## src/rtl/obi_uart_pkg.sv

```systemverilog
// Shared types and defaults for the OBI UART blocks.
// Holds the transmit-arbiter state encoding and its round-robin index helper.
package obi_uart_pkg;

  typedef enum logic {
    ARB_IDLE = 1'b0,
    ARB_LOCK = 1'b1
  } arb_state_e;

  localparam int unsigned UartArbDefaultTimeout = 1024;

  function automatic int unsigned rr_wrap(input int unsigned base, input int unsigned ofs,
                                          input int unsigned n);
    return (base + ofs) % n;
  endfunction

endpackage

```

## src/rtl/obi_uart_tx_arbiter.sv

```systemverilog
// Message-granular round-robin arbiter sharing one UART TX byte path among NumReq requesters.
// A grant is held until a last byte is accepted or the granted requester idles for TimeoutCycles.
module obi_uart_tx_arbiter
  import obi_uart_pkg::*;
#(
  parameter int unsigned NumReq        = 4,
  parameter int unsigned TimeoutCycles = UartArbDefaultTimeout,
  parameter int unsigned IdxWidth      = $clog2(NumReq)
) (
  input  logic                   clk_i,
  input  logic                   rst_ni,
  input  logic [NumReq-1:0]      req_valid_i,
  input  logic [NumReq-1:0][7:0] req_data_i,
  input  logic [NumReq-1:0]      req_last_i,
  output logic [NumReq-1:0]      req_ready_o,
  output logic                   tx_valid_o,
  output logic [7:0]             tx_data_o,
  input  logic                   tx_ready_i,
  output logic [IdxWidth-1:0]    grant_id_o,
  output logic                   busy_o,
  output logic                   timeout_o
);

  localparam int unsigned CntW  = (TimeoutCycles > 1) ? $clog2(TimeoutCycles) : 1;
  localparam bit          TmoEn = (TimeoutCycles != 0);

  arb_state_e            state_q, state_d;
  logic [IdxWidth-1:0]   grant_q, grant_d;
  logic [IdxWidth-1:0]   rr_ptr_q, rr_ptr_d;
  logic                  tx_valid_q, tx_valid_d;
  logic [7:0]            tx_data_q, tx_data_d;
  logic [CntW-1:0]       cnt_q, cnt_d;
  logic                  timeout_q, timeout_d;

  logic [2*NumReq-1:0]   valid_dbl, valid_shift;
  logic [NumReq-1:0]     valid_rot;
  logic [IdxWidth-1:0]   tz, winner;
  logic                  tz_found;
  logic                  lock, g_valid, g_last, out_free, accept, tmo_hit;

  // Winner pick: rotate so the rr pointer sits at bit 0, find the first set bit, rotate back.
  always_comb begin
    valid_dbl   = {req_valid_i, req_valid_i};
    valid_shift = valid_dbl >> rr_ptr_q;
    valid_rot   = valid_shift[NumReq-1:0];
    tz          = '0;
    tz_found    = 1'b0;
    for (int i = 0; i < int'(NumReq); i++) begin
      if (valid_rot[i] && !tz_found) begin
        tz       = IdxWidth'(i);
        tz_found = 1'b1;
      end
    end
    winner = IdxWidth'(rr_wrap(32'(tz), 32'(rr_ptr_q), NumReq));
  end

  always_comb begin
    lock     = (state_q == ARB_LOCK);
    g_valid  = req_valid_i[grant_q];
    g_last   = req_last_i[grant_q];
    out_free = ~tx_valid_q | tx_ready_i;
    accept   = lock & g_valid & out_free;
    // An accepting cycle is never idle, so a last byte on the threshold cycle always wins.
    tmo_hit  = TmoEn & lock & ~g_valid & (cnt_q == CntW'(TimeoutCycles - 1));

    req_ready_o = '0;
    if (lock) req_ready_o[grant_q] = out_free;

    state_d    = state_q;
    grant_d    = grant_q;
    rr_ptr_d   = rr_ptr_q;
    cnt_d      = cnt_q;
    timeout_d  = 1'b0;
    tx_valid_d = tx_ready_i ? 1'b0 : tx_valid_q;
    tx_data_d  = tx_data_q;

    unique case (state_q)
      ARB_IDLE: begin
        if (|req_valid_i) begin
          state_d = ARB_LOCK;
          grant_d = winner;
          cnt_d   = '0;
        end
      end
      ARB_LOCK: begin
        if (accept) begin
          tx_valid_d = 1'b1;
          tx_data_d  = req_data_i[grant_q];
          cnt_d      = '0;
          if (g_last) begin
            state_d  = ARB_IDLE;
            rr_ptr_d = IdxWidth'(rr_wrap(32'(grant_q), 32'd1, NumReq));
          end
        end else if (tmo_hit) begin
          state_d   = ARB_IDLE;
          rr_ptr_d  = IdxWidth'(rr_wrap(32'(grant_q), 32'd1, NumReq));
          timeout_d = 1'b1;
          cnt_d     = '0;
        end else if (TmoEn && !g_valid) begin
          cnt_d = cnt_q + CntW'(1);
        end
      end
      default: state_d = ARB_IDLE;
    endcase
  end

  always_ff @(posedge clk_i or negedge rst_ni) begin
    if (!rst_ni) begin
      state_q    <= ARB_IDLE;
      grant_q    <= '0;
      rr_ptr_q   <= '0;
      tx_valid_q <= 1'b0;
      tx_data_q  <= '0;
      cnt_q      <= '0;
      timeout_q  <= 1'b0;
    end else begin
      state_q    <= state_d;
      grant_q    <= grant_d;
      rr_ptr_q   <= rr_ptr_d;
      tx_valid_q <= tx_valid_d;
      tx_data_q  <= tx_data_d;
      cnt_q      <= cnt_d;
      timeout_q  <= timeout_d;
    end
  end

  assign tx_valid_o = tx_valid_q;
  assign tx_data_o  = tx_data_q;
  assign grant_id_o = grant_q;
  assign busy_o     = (state_q == ARB_LOCK);
  assign timeout_o  = timeout_q;

endmodule

```

## config.mk

```make
export PLATFORM = sky130hd
export DESIGN_NAME = obi_uart_tx_arbiter
export DESIGN_NICKNAME = d
export VERILOG_FILES = /design/src/rtl/obi_uart_pkg.sv /design/src/rtl/obi_uart_tx_arbiter.sv
export SDC_FILE = /design/constraint.sdc
export NUM_CORES = 1
export LEC_CHECK = 0
export ABC_AREA = 1
export CAP_MARGIN = 10
export CORE_ASPECT_RATIO = 0.75
export CORE_UTILIZATION = 30
export DETAILED_ROUTE_END_ITERATION = 6
export PLACE_DENSITY = 0.62
export SYNTH_ARGS = -nofsm -noshare
export SYNTH_HDL_FRONTEND = slang
export SYNTH_SLANG_ARGS = --single-unit
```

## constraint.sdc

```tcl
create_clock -name clk_i -period 2.3 [get_ports clk_i]
set_input_delay 0.69 -clock clk_i [delete_from_list [all_inputs] [get_ports clk_i]]
set_output_delay 0.69 -clock clk_i [all_outputs]
set_load 0.02 [all_outputs]
```

# == Word-level counts from Yosys, hierarchy flattened ==
# Cells that the tools add are included.
# totals
elab_cells,73
out_inout_bits,17
inputBits,43
regBits,25
# op_classes
n_shift,1
addsub,3
order_cmp,2
bitwise_logic,9
eq_ne,4
n_mux,34
n_reduce_logical,13
# ops
op,count
$mux W10,4
$pmux W10 S2,1
$mux W1,17
$bmux W8 S2,1
$add A10 B1 Y10 const B,1
$eq A10 B10 Y1 const B,1
$mux W2,5
$mux W8,1
$shr A8 B2 Y4,1
$reduce_and A2 Y1,3
$and A1 B1 Y1,4
$and A4 B4 Y4,1
$bmux W1 S2,2
$logic_and A1 B1 Y1,4
$mux W4,1
$ne A2 B2 Y1 const B,2
$ne A4 B2 Y1 const B,1
$reduce_or A4 Y1,1
$logic_not A1 Y1,3
$lt A2 B3 Y1 const B,1
$not A1 Y1,3
$reduce_and A3 Y1,1
$add A2 B1 Y2 const B,1
$add A2 B2 Y2,1
5 further kinds,5

# == Logic depth before layout (Yosys ltp) ==
# depth
ltp_word,12
ltp_mapped,12
depth_no_buf,12

# == Worst setup path before layout ==
# OpenSTA, ideal clock, no wires.
# synth_path
path_type,register -> output
startpoint,"reg grant_q[0], in the netlist grant_id_o[0]"
endpoint,out req_ready_o[2]
path_buffers,2
required_ns,1.610
path_stages_with_launch,7
arrival_ns,1.459
path_slack_ns,0.151
cell_sequence,dfrtp_1 -> inv_1 -> buf_2 -> buf_2 -> ha_1 -> nand2_1 -> nor2_1
# synth_via
elab_chain_cells,6
word_cells_on_any_way,7
classes_between,2 x order compare; 3 x mux; 1 x bitwise; 1 x reduce/logical
# synth_rtl
element,line,source
"start, declared",obi_uart_tx_arbiter.sv:28,"logic [IdxWidth-1:0] grant_q, grant_d;"
"start signal, assigned",obi_uart_tx_arbiter.sv:118,grant_q <= grant_d;
$lt A2 B3 Y1 (not written as such) / $ge A2 B1 Y1 (equally long branches),obi_uart_tx_arbiter.sv:67,if (lock) req_ready_o[grant_q] = out_free;
$logic_and A1 B1 Y1 (not written as such),obi_uart_tx_arbiter.sv:67,
$mux W1 (not written as such),obi_uart_tx_arbiter.sv:67,
$demux W1 S2 *,obi_uart_tx_arbiter.sv:67,
$and A4 B4 Y4 (no line) *,-,
$mux W4 *,obi_uart_tx_arbiter.sv:67,
"end, declared",obi_uart_tx_arbiter.sv:15,"output logic [NumReq-1:0] req_ready_o,"
# Every way passes the cells marked *; elsewhere a longest branch is shown, timed or not.

# == Final worst setup path ==
# layout_path
startpoint,in req_valid_i[1]
endpoint,"reg grant_q[1], in the netlist grant_id_o[1]"
# layout_via
elab_chain_cells,12
word_cells_on_any_way,16
classes_between,1 x add/sub; 1 x shift; 6 x mux; 8 x reduce/logical
# layout_rtl
element,line,source
"start, declared",obi_uart_tx_arbiter.sv:12,"input logic [NumReq-1:0] req_valid_i,"
$shr A8 B2 Y4,obi_uart_tx_arbiter.sv:44,valid_shift = valid_dbl >> rr_ptr_q;
$mux W1,obi_uart_tx_arbiter.sv:49,if (valid_rot[i] && !tz_found) begin
$logic_not A1 Y1,obi_uart_tx_arbiter.sv:49,
$logic_and A1 B1 Y1,obi_uart_tx_arbiter.sv:49,
$mux W1,obi_uart_tx_arbiter.sv:49,
$logic_not A1 Y1,obi_uart_tx_arbiter.sv:49,
$logic_and A1 B1 Y1,obi_uart_tx_arbiter.sv:49,
$mux W1,obi_uart_tx_arbiter.sv:49,
$logic_not A1 Y1,obi_uart_tx_arbiter.sv:49,
$logic_and A1 B1 Y1,obi_uart_tx_arbiter.sv:49,
$mux W2,obi_uart_tx_arbiter.sv:49,
$add A2 B2 Y2,obi_uart_pkg.sv:14,return (base + ofs) % n;
# Several ways; a longest one is shown, not always the timed one.
# A chain may end at the register's enable or synchronous reset.

==> reports/qor.csv <==
stage;metric;value;unit
critical_path;endpoint_kind;register;
yosys;synth_nets;324;
floorplan;start_util;0.3155;
yosys;synth.cell_area;1857;um^2
power;p_leak;0.001263;uW
critical_path;timing.rr.start;rr_ptr_q[0];
critical_path;worstPathRequired;2.47;ns
yosys;synth.avg_cell_area;6.752;um^2
layout;seqCellArea;625.6;um^2
timing;slew_viol_final;0;
layout;diodes;0;
floorplan;std_cell_rows;24;
clocking;cts.sinks;25;
yosys;synth.distinct_cells;27;
place;pre_cts_slack;-0.4801;ns
global_route;grt_pass1_wl;8.411;mm
global_route;grt_overflow_total;0;
detailed_routing;vias_per_cell;4.529;
timing;max_freq;0.4667;GHz
yosys;synth_top_area_frac;0.3369;
timing;setup_viol;0;
power;clock_power_share;0.096;
timing;period_needed;2.143;ns
power;switching_power;1404;uW
power;vdd_ir_drop_max;0.4063;mV
global_route;busiest_layer;met2;
layout;finalNonFillerCells;425;
detailed_routing;drtPass1Iterations;4;
power;seqPwrFrac;0.238;
power;combPwrFrac;0.666;
clocking;numCtsBuffers;3;
hold_path;hold_class;register to register;
power;swShare;0.4820;
floorplan;core;5886;um^2
timing;setup_slack;0.1573;ns
layout;syn_to_final_growth;43.26;%
yosys;ys_seq_elements;25;
detailed_routing;first_iter_violations;113;
layout;nets;397;
critical_path;path_class;input pin to register;
clocking;postCtsHoldBufs;0;
timing;finalHoldViolations;0;
detailed_routing;vias;1925;
power;powerDensity;1095;nW/um^2
layout;multi_input_area;1076;um^2
yosys;yosysSeqAreaShare;0.3369;
timing;fin_worst_skew;0.01016;ns
place;finalWeightedCongestion;0.8492;
clocking;cts_tree;built;
yosys;ys.warnings.count;0;
detailed_routing;routed_wl;5.006;mm
place;dp.cells;421;
outcome;outcome;finished, final reports clean;
clocking;insertion_delay;0.28;ns
clocking;clkTransAtPathRegs;0.10;ns
global_route;met3_usage;0.04902;
global_route;grt_usage;0.1615;
clocking;clockBufferDepth;2;
power;p_int;1509;uW
floorplan;pin_count;60;
yosys;yosysTopAreaCell;dfrtp_1;
clocking;htreeDepth;1;
run;maxCapViolCount;0;
critical_path;cp-start-kind;input pin;
critical_path;rr_endpoint;grant_id_o[1];
hold_path;hp-start;tx_data_o[4];
place;dpl.hpwl;3.894;mm
global_route;antenna_found_initial;0;
critical_path;reg2reg_slack;0.45;ns
layout;final_layout_size_suffix_gt1_frac;0.1383;
detailed_routing;post_drt_wl_per_cell;11.78;um
layout;fillerInstances;648;
hold_path;hold_path_end;tx_data_o[4];
floorplan;die_area;6511;um^2
yosys;synth_cells;275;
floorplan;fp.dieW;92.84;um
timing;rsz0062_at_grt;false;
global_route;grt_max_degree;26;
floorplan;die_h;70.13;um
global_route;grtUsageMet1;0.2325;
timing;relSlewSlack;0.7215;
clocking;root_buffer;clkbuf_8;
hold_path;min_path_cells;2;
place;io_buffers;59;
global_route;grt.met2_usage;0.2484;
detailed_routing;drc;0;
critical_path;critPathArrivalTime;2.31;ns
timing;worstMarginPinSlew;0.4145;ns
global_route;grt_pass1_vias;1810;
critical_path;cp_max_fo;3;
yosys;synthTopCellsByArea;dfrtp_1 34%, nand2_1 18%, nor2_1 7.1%;
detailed_routing;antenna_left;0;
timing;finalCritPeriodShare;0.9316;
critical_path;r2r_cells;12;
## timing repair
item,in CTS,in global routing
setup buffers,0,0
gates cloned,0,0
endpoints found under the setup margin,4,1
pin swaps,2,0
gates resized for setup,20,1
## cells by family (layout without fill, tap and decap cells)
family,after synthesis,after routing,synth area share
AO/OA/AOI/OAI,37,37,0.1098
XOR/XNOR,2,2,0.009436
adder cells (fa/ha/maj),6,6,0.04043
buffers and inverters,35,107,0.08491
flip-flops,25,25,0.3369
AND/OR/NAND/NOR,170,170,0.4185
## registers in the layout, summed over array words and instances, names as in the netlist
register / flops
cnt_q: 10
tx_data_o: 8
rr_ptr_q: 2
busy_o: 1
grant_id_o: 2
timeout_o: 1
tx_valid_o: 1
## synthesized netlist by cell type, drive strengths merged
cell type,n
xor2,2
buf,9
a21boi,1
o22ai,8
nand3b,3
o21bai,1
nor2,41
nand3,19
nor3,1
inv,25
nand2,94
or2,2
ha,6
dfrtp,25
clkbuf,1
nand4,10
o21ai,27
## metal layers
layer / up-vias / part of all wire
met2: 46 / 0.41
met4: 0 / 0
met3: 0 / 0.068
met5: - / 0
li1: 1031 / -
met1: 848 / 0.52
## worst max-delay path: stages
cell             delay (ns)
clkdlybuf4s50_1        0.45
nand2_1                0.10
nand3_1                0.08
nand2_1                0.10
nand3_1                0.07
a21boi_1               0.17
ha_1                   0.18
xor2_1                 0.17
nand3b_1               0.13
nand2_1                0.07
nand2_1                0.06
nand2_1                0.05
## power groups by stage
stage | registers, uW | logic, uW | clock network [uW]
2_1_floorplan | 812 | 1120 | 0
3_3_place_gp | 697 | 1930 | 0
3_5_place_dp | 705 | 1970 | 0
4_1_cts | 696 | 1960 | 290
5_1_grt | 716 | 2150 | 312
6_report | 693 | 1940 | 280
## final cells by class
type / instances / share of cell area
repair buffers: 78 / 0.2686
inverters: 25 / 0.03622
clock buffers: 3 / 0.01552
flip-flops and latches: 25 / 0.2352
clock inverters: 1 / 0.003293
well taps: 78 / 0.03669
multi-input cells: 215 / 0.4045
## through the flow
step / total power [uW] / utilization / TNS (ns) / cell area, um^2 / hold WS, ns
after floorplan: 1935 / - / 0 / 1857 / 0.3944
after global placement: 2626 / 0.4462 / -1.849 / 2626 / 0.4640
after detailed placement: 2673 / 0.4462 / -2.050 / 2626 / 0.4713
after CTS: 2947 / 0.4520 / 0 / 2660 / 0.4954
after global routing: 3176 / 0.4520 / 0 / 2660 / 0.5173
final: 2913 / 0.4520 / 0 / 2660 / 0.4912
## cell usage in the layout, fill, tap and decap left out, drive strengths merged
cell / n
a21boi: 1
buf: 23
clkbuf: 3
clkdlybuf4s50: 54
dfrtp: 25
dlygate4sd2: 1
ha: 6
inv: 26
nand2: 94
nand3: 19
nand3b: 3
nand4: 10
nor2: 41
nor3: 1
o21ai: 27
o21bai: 1
o22ai: 8
or2: 2
xor2: 2
## worst max path at each step
| stage | from | endpoint | slack, ns |
|---|---|---|---|
| 5_1_grt | req_valid_i[2] | grant_id_o[1] | 0.009 |
| 2_1_floorplan | grant_id_o[0] | req_ready_o[2] | 0.15 |
| 4_1_cts | req_valid_i[0] | grant_id_o[1] | 0.09 |
| 3_5_place_dp | tx_ready_i | req_ready_o[0] | -0.48 |
| 3_3_place_gp | tx_ready_i | req_ready_o[3] | -0.42 |
| 6_report | req_valid_i[1] | grant_id_o[1] | 0.16 |
No activity file was read; power rests on OpenSTA's default activity.
==> edit (same settings) <==
Change the package constant `UartArbDefaultTimeout` from 1024 to 256.
--- a/src/rtl/obi_uart_pkg.sv
+++ b/src/rtl/obi_uart_pkg.sv
@@ -8,5 +8,5 @@
   } arb_state_e;
 
-  localparam int unsigned UartArbDefaultTimeout = 1024;
+  localparam int unsigned UartArbDefaultTimeout = 256;
 
   function automatic int unsigned rr_wrap(input int unsigned base, input int unsigned ofs,
Formal check against the unedited RTL: same outputs for any inputs over 10 cycles, from zero or initial values and one cycle with rst_ni low; that may be too few to reach the edited logic, so the function may still have changed.
==> edit against the original RTL <==
  * Total power fell by 3.2%
  * Wire length down 6.2%
  * Design area fell by 5.9%
  * Critical path depth shrank 1
  * Register-to-register slack better by 0.02 ns
  * Synthesized area fell by 6.7%
  * Sequential cell count decreased by 2
  * Clock power shrank 8.9%
  * Setup slack got worse by 0.030 ns
  * Highest routed layer is now met4
==> edit: results (changes against the original RTL) <==
- Synthesized net count: 311 (-4.0%)
- GRT Overall Usage: 17.0% (+0.84 points)
- Register area: 576 µm² (-8.0%)
- Syn Inst Count: 262 (-4.7%)
- Post-CTS Repair Setup Buffers: 0 (unchanged)
- DR iter-0 viols: 81 (-28%)
- Max FO, Critical Path: 3 (unchanged)
- First-pass GRT wire length: 8100 µm (-3.7%)
- Row count: 23 (-4.2%)
- CTS clk-pin slew, worst paths: 0.08 ns (-0.02 ns)
- Clk tree area frac: 1.85% (-0.032 points)
- Hold path startpoint: tx_data_o[4]
- Invs w/o clock: 28 (+12%)
- Switching Fraction: 48.7% (+0.49 points)
- Outcome: completed
- Multi-input gate area: 988 µm² (-8.1%)
- Critical Path Max Stage Delay: 0.48 ns (+0.03 ns)
- Area share of the largest cell type after synthesis: 33.2% (-0.46 points)
- Synth Flop Type: dfrtp_1
- Slew at the pin with the worst max-slew slack: 0.305 ns (-0.110 ns)
- Top post-synthesis cells by area: dfrtp_1 (33%), nand2_1 (20%), nor2_1 (6.9%)
- Reg2Reg Depth: 11 (-1)
- Signal buffers share of area: 27.6% (+0.78 points)
- Seq pwr: 708 µW (+2%)
- Number of global-route vias before repair: 1761 (-2.7%)
- Pin count of the biggest net entering global routing: 24 (-7.7%)
- Clk sinks: 23 (-8.0%)
- Synth Area in Compound Gates: 9.68% (-1.3 points)
- Non-clock buffer instance count of the final layout: 75 (-3.8%)
- Placed Instances: 403 (-4.3%)
- Post-synthesis xor/xnor area fraction: 1.01% (+0.068 points)
- Final nets: 382 (-3.8%)
- HPWL reported at the end of detailed placement: 3740 µm (-4.0%)
- Non-filler cells, final: 407 (-4.2%)
- Via count: 1866 (-3.1%)
- Area growth syn-to-layout: 44.6%
- List of most frequent post-synthesis cells: nand2_1 (92), nor2_1 (32), inv_1 (24)
- P_leak: 1.24 nW (-1.6%)
- Worst hold stages: 2 (unchanged)
- Placed Area: 2470 µm² (-5.8%)
- Worst EP arrival: 2.33 ns (+0.02 ns)
- VDD IR-drop max: 389 µV (-4.3%)
- Layout cells sized above 1: 12.0% (-1.8 points)
- Clk_lat worst skew: 0.27 ns
- Worst R2R Start: rr_ptr_q[0]
- Clock Power Share: 9.1% (-0.5 points)
- Synth Area in Adders: 4.34% (+0.29 points)
- Gpl congestion: 0.825 (-2.9%)
- Post-synthesis sequential area ratio: 33.2% (-0.46 points)
- Fin Hold WS: 0.483 ns (-0.00787 ns)
- Multi-input gates: 202 (-6.0%)
- # fillers: 570 (-12%)
edit: cell count changes after synthesis, moves of 2 or more:
cell,unedited run,this run
nand3_1,15,22
nor2_2,5,1
inv_2,0,3
nand4_1,9,6
nor2_1,35,32
o21ai_0,22,19
buf_2,7,5
dfrtp_1,25,23
nand2_1,90,92
nand3b_1,3,1
or2_2,2,0
edit: stage by stage:
step                      total power [mW]  setup slack [ns]
final                                 2.82             0.127
after CTS                             2.85             0.155
after global placement                2.57            -0.429
after global routing                  3.11            0.0354
after detailed placement              2.60            -0.504
after floorplan                       1.92             0.169
edit: layer usage:
| layer | wire [µm] | vias up | part of all wire (%) | global-route usage (%) |
|---|---|---|---|---|
| met5 | 0 | - | 0 | 0 |
| met4 | 51 | 0 | 1.1 | 4.92 |
| met3 | 471 | 4 | 10 | 6.42 |
| met2 | 1780 | 71 | 38 | 26.3 |
| met1 | 2400 | 814 | 51 | 22.2 |
| li1 | - | 977 | - | - |
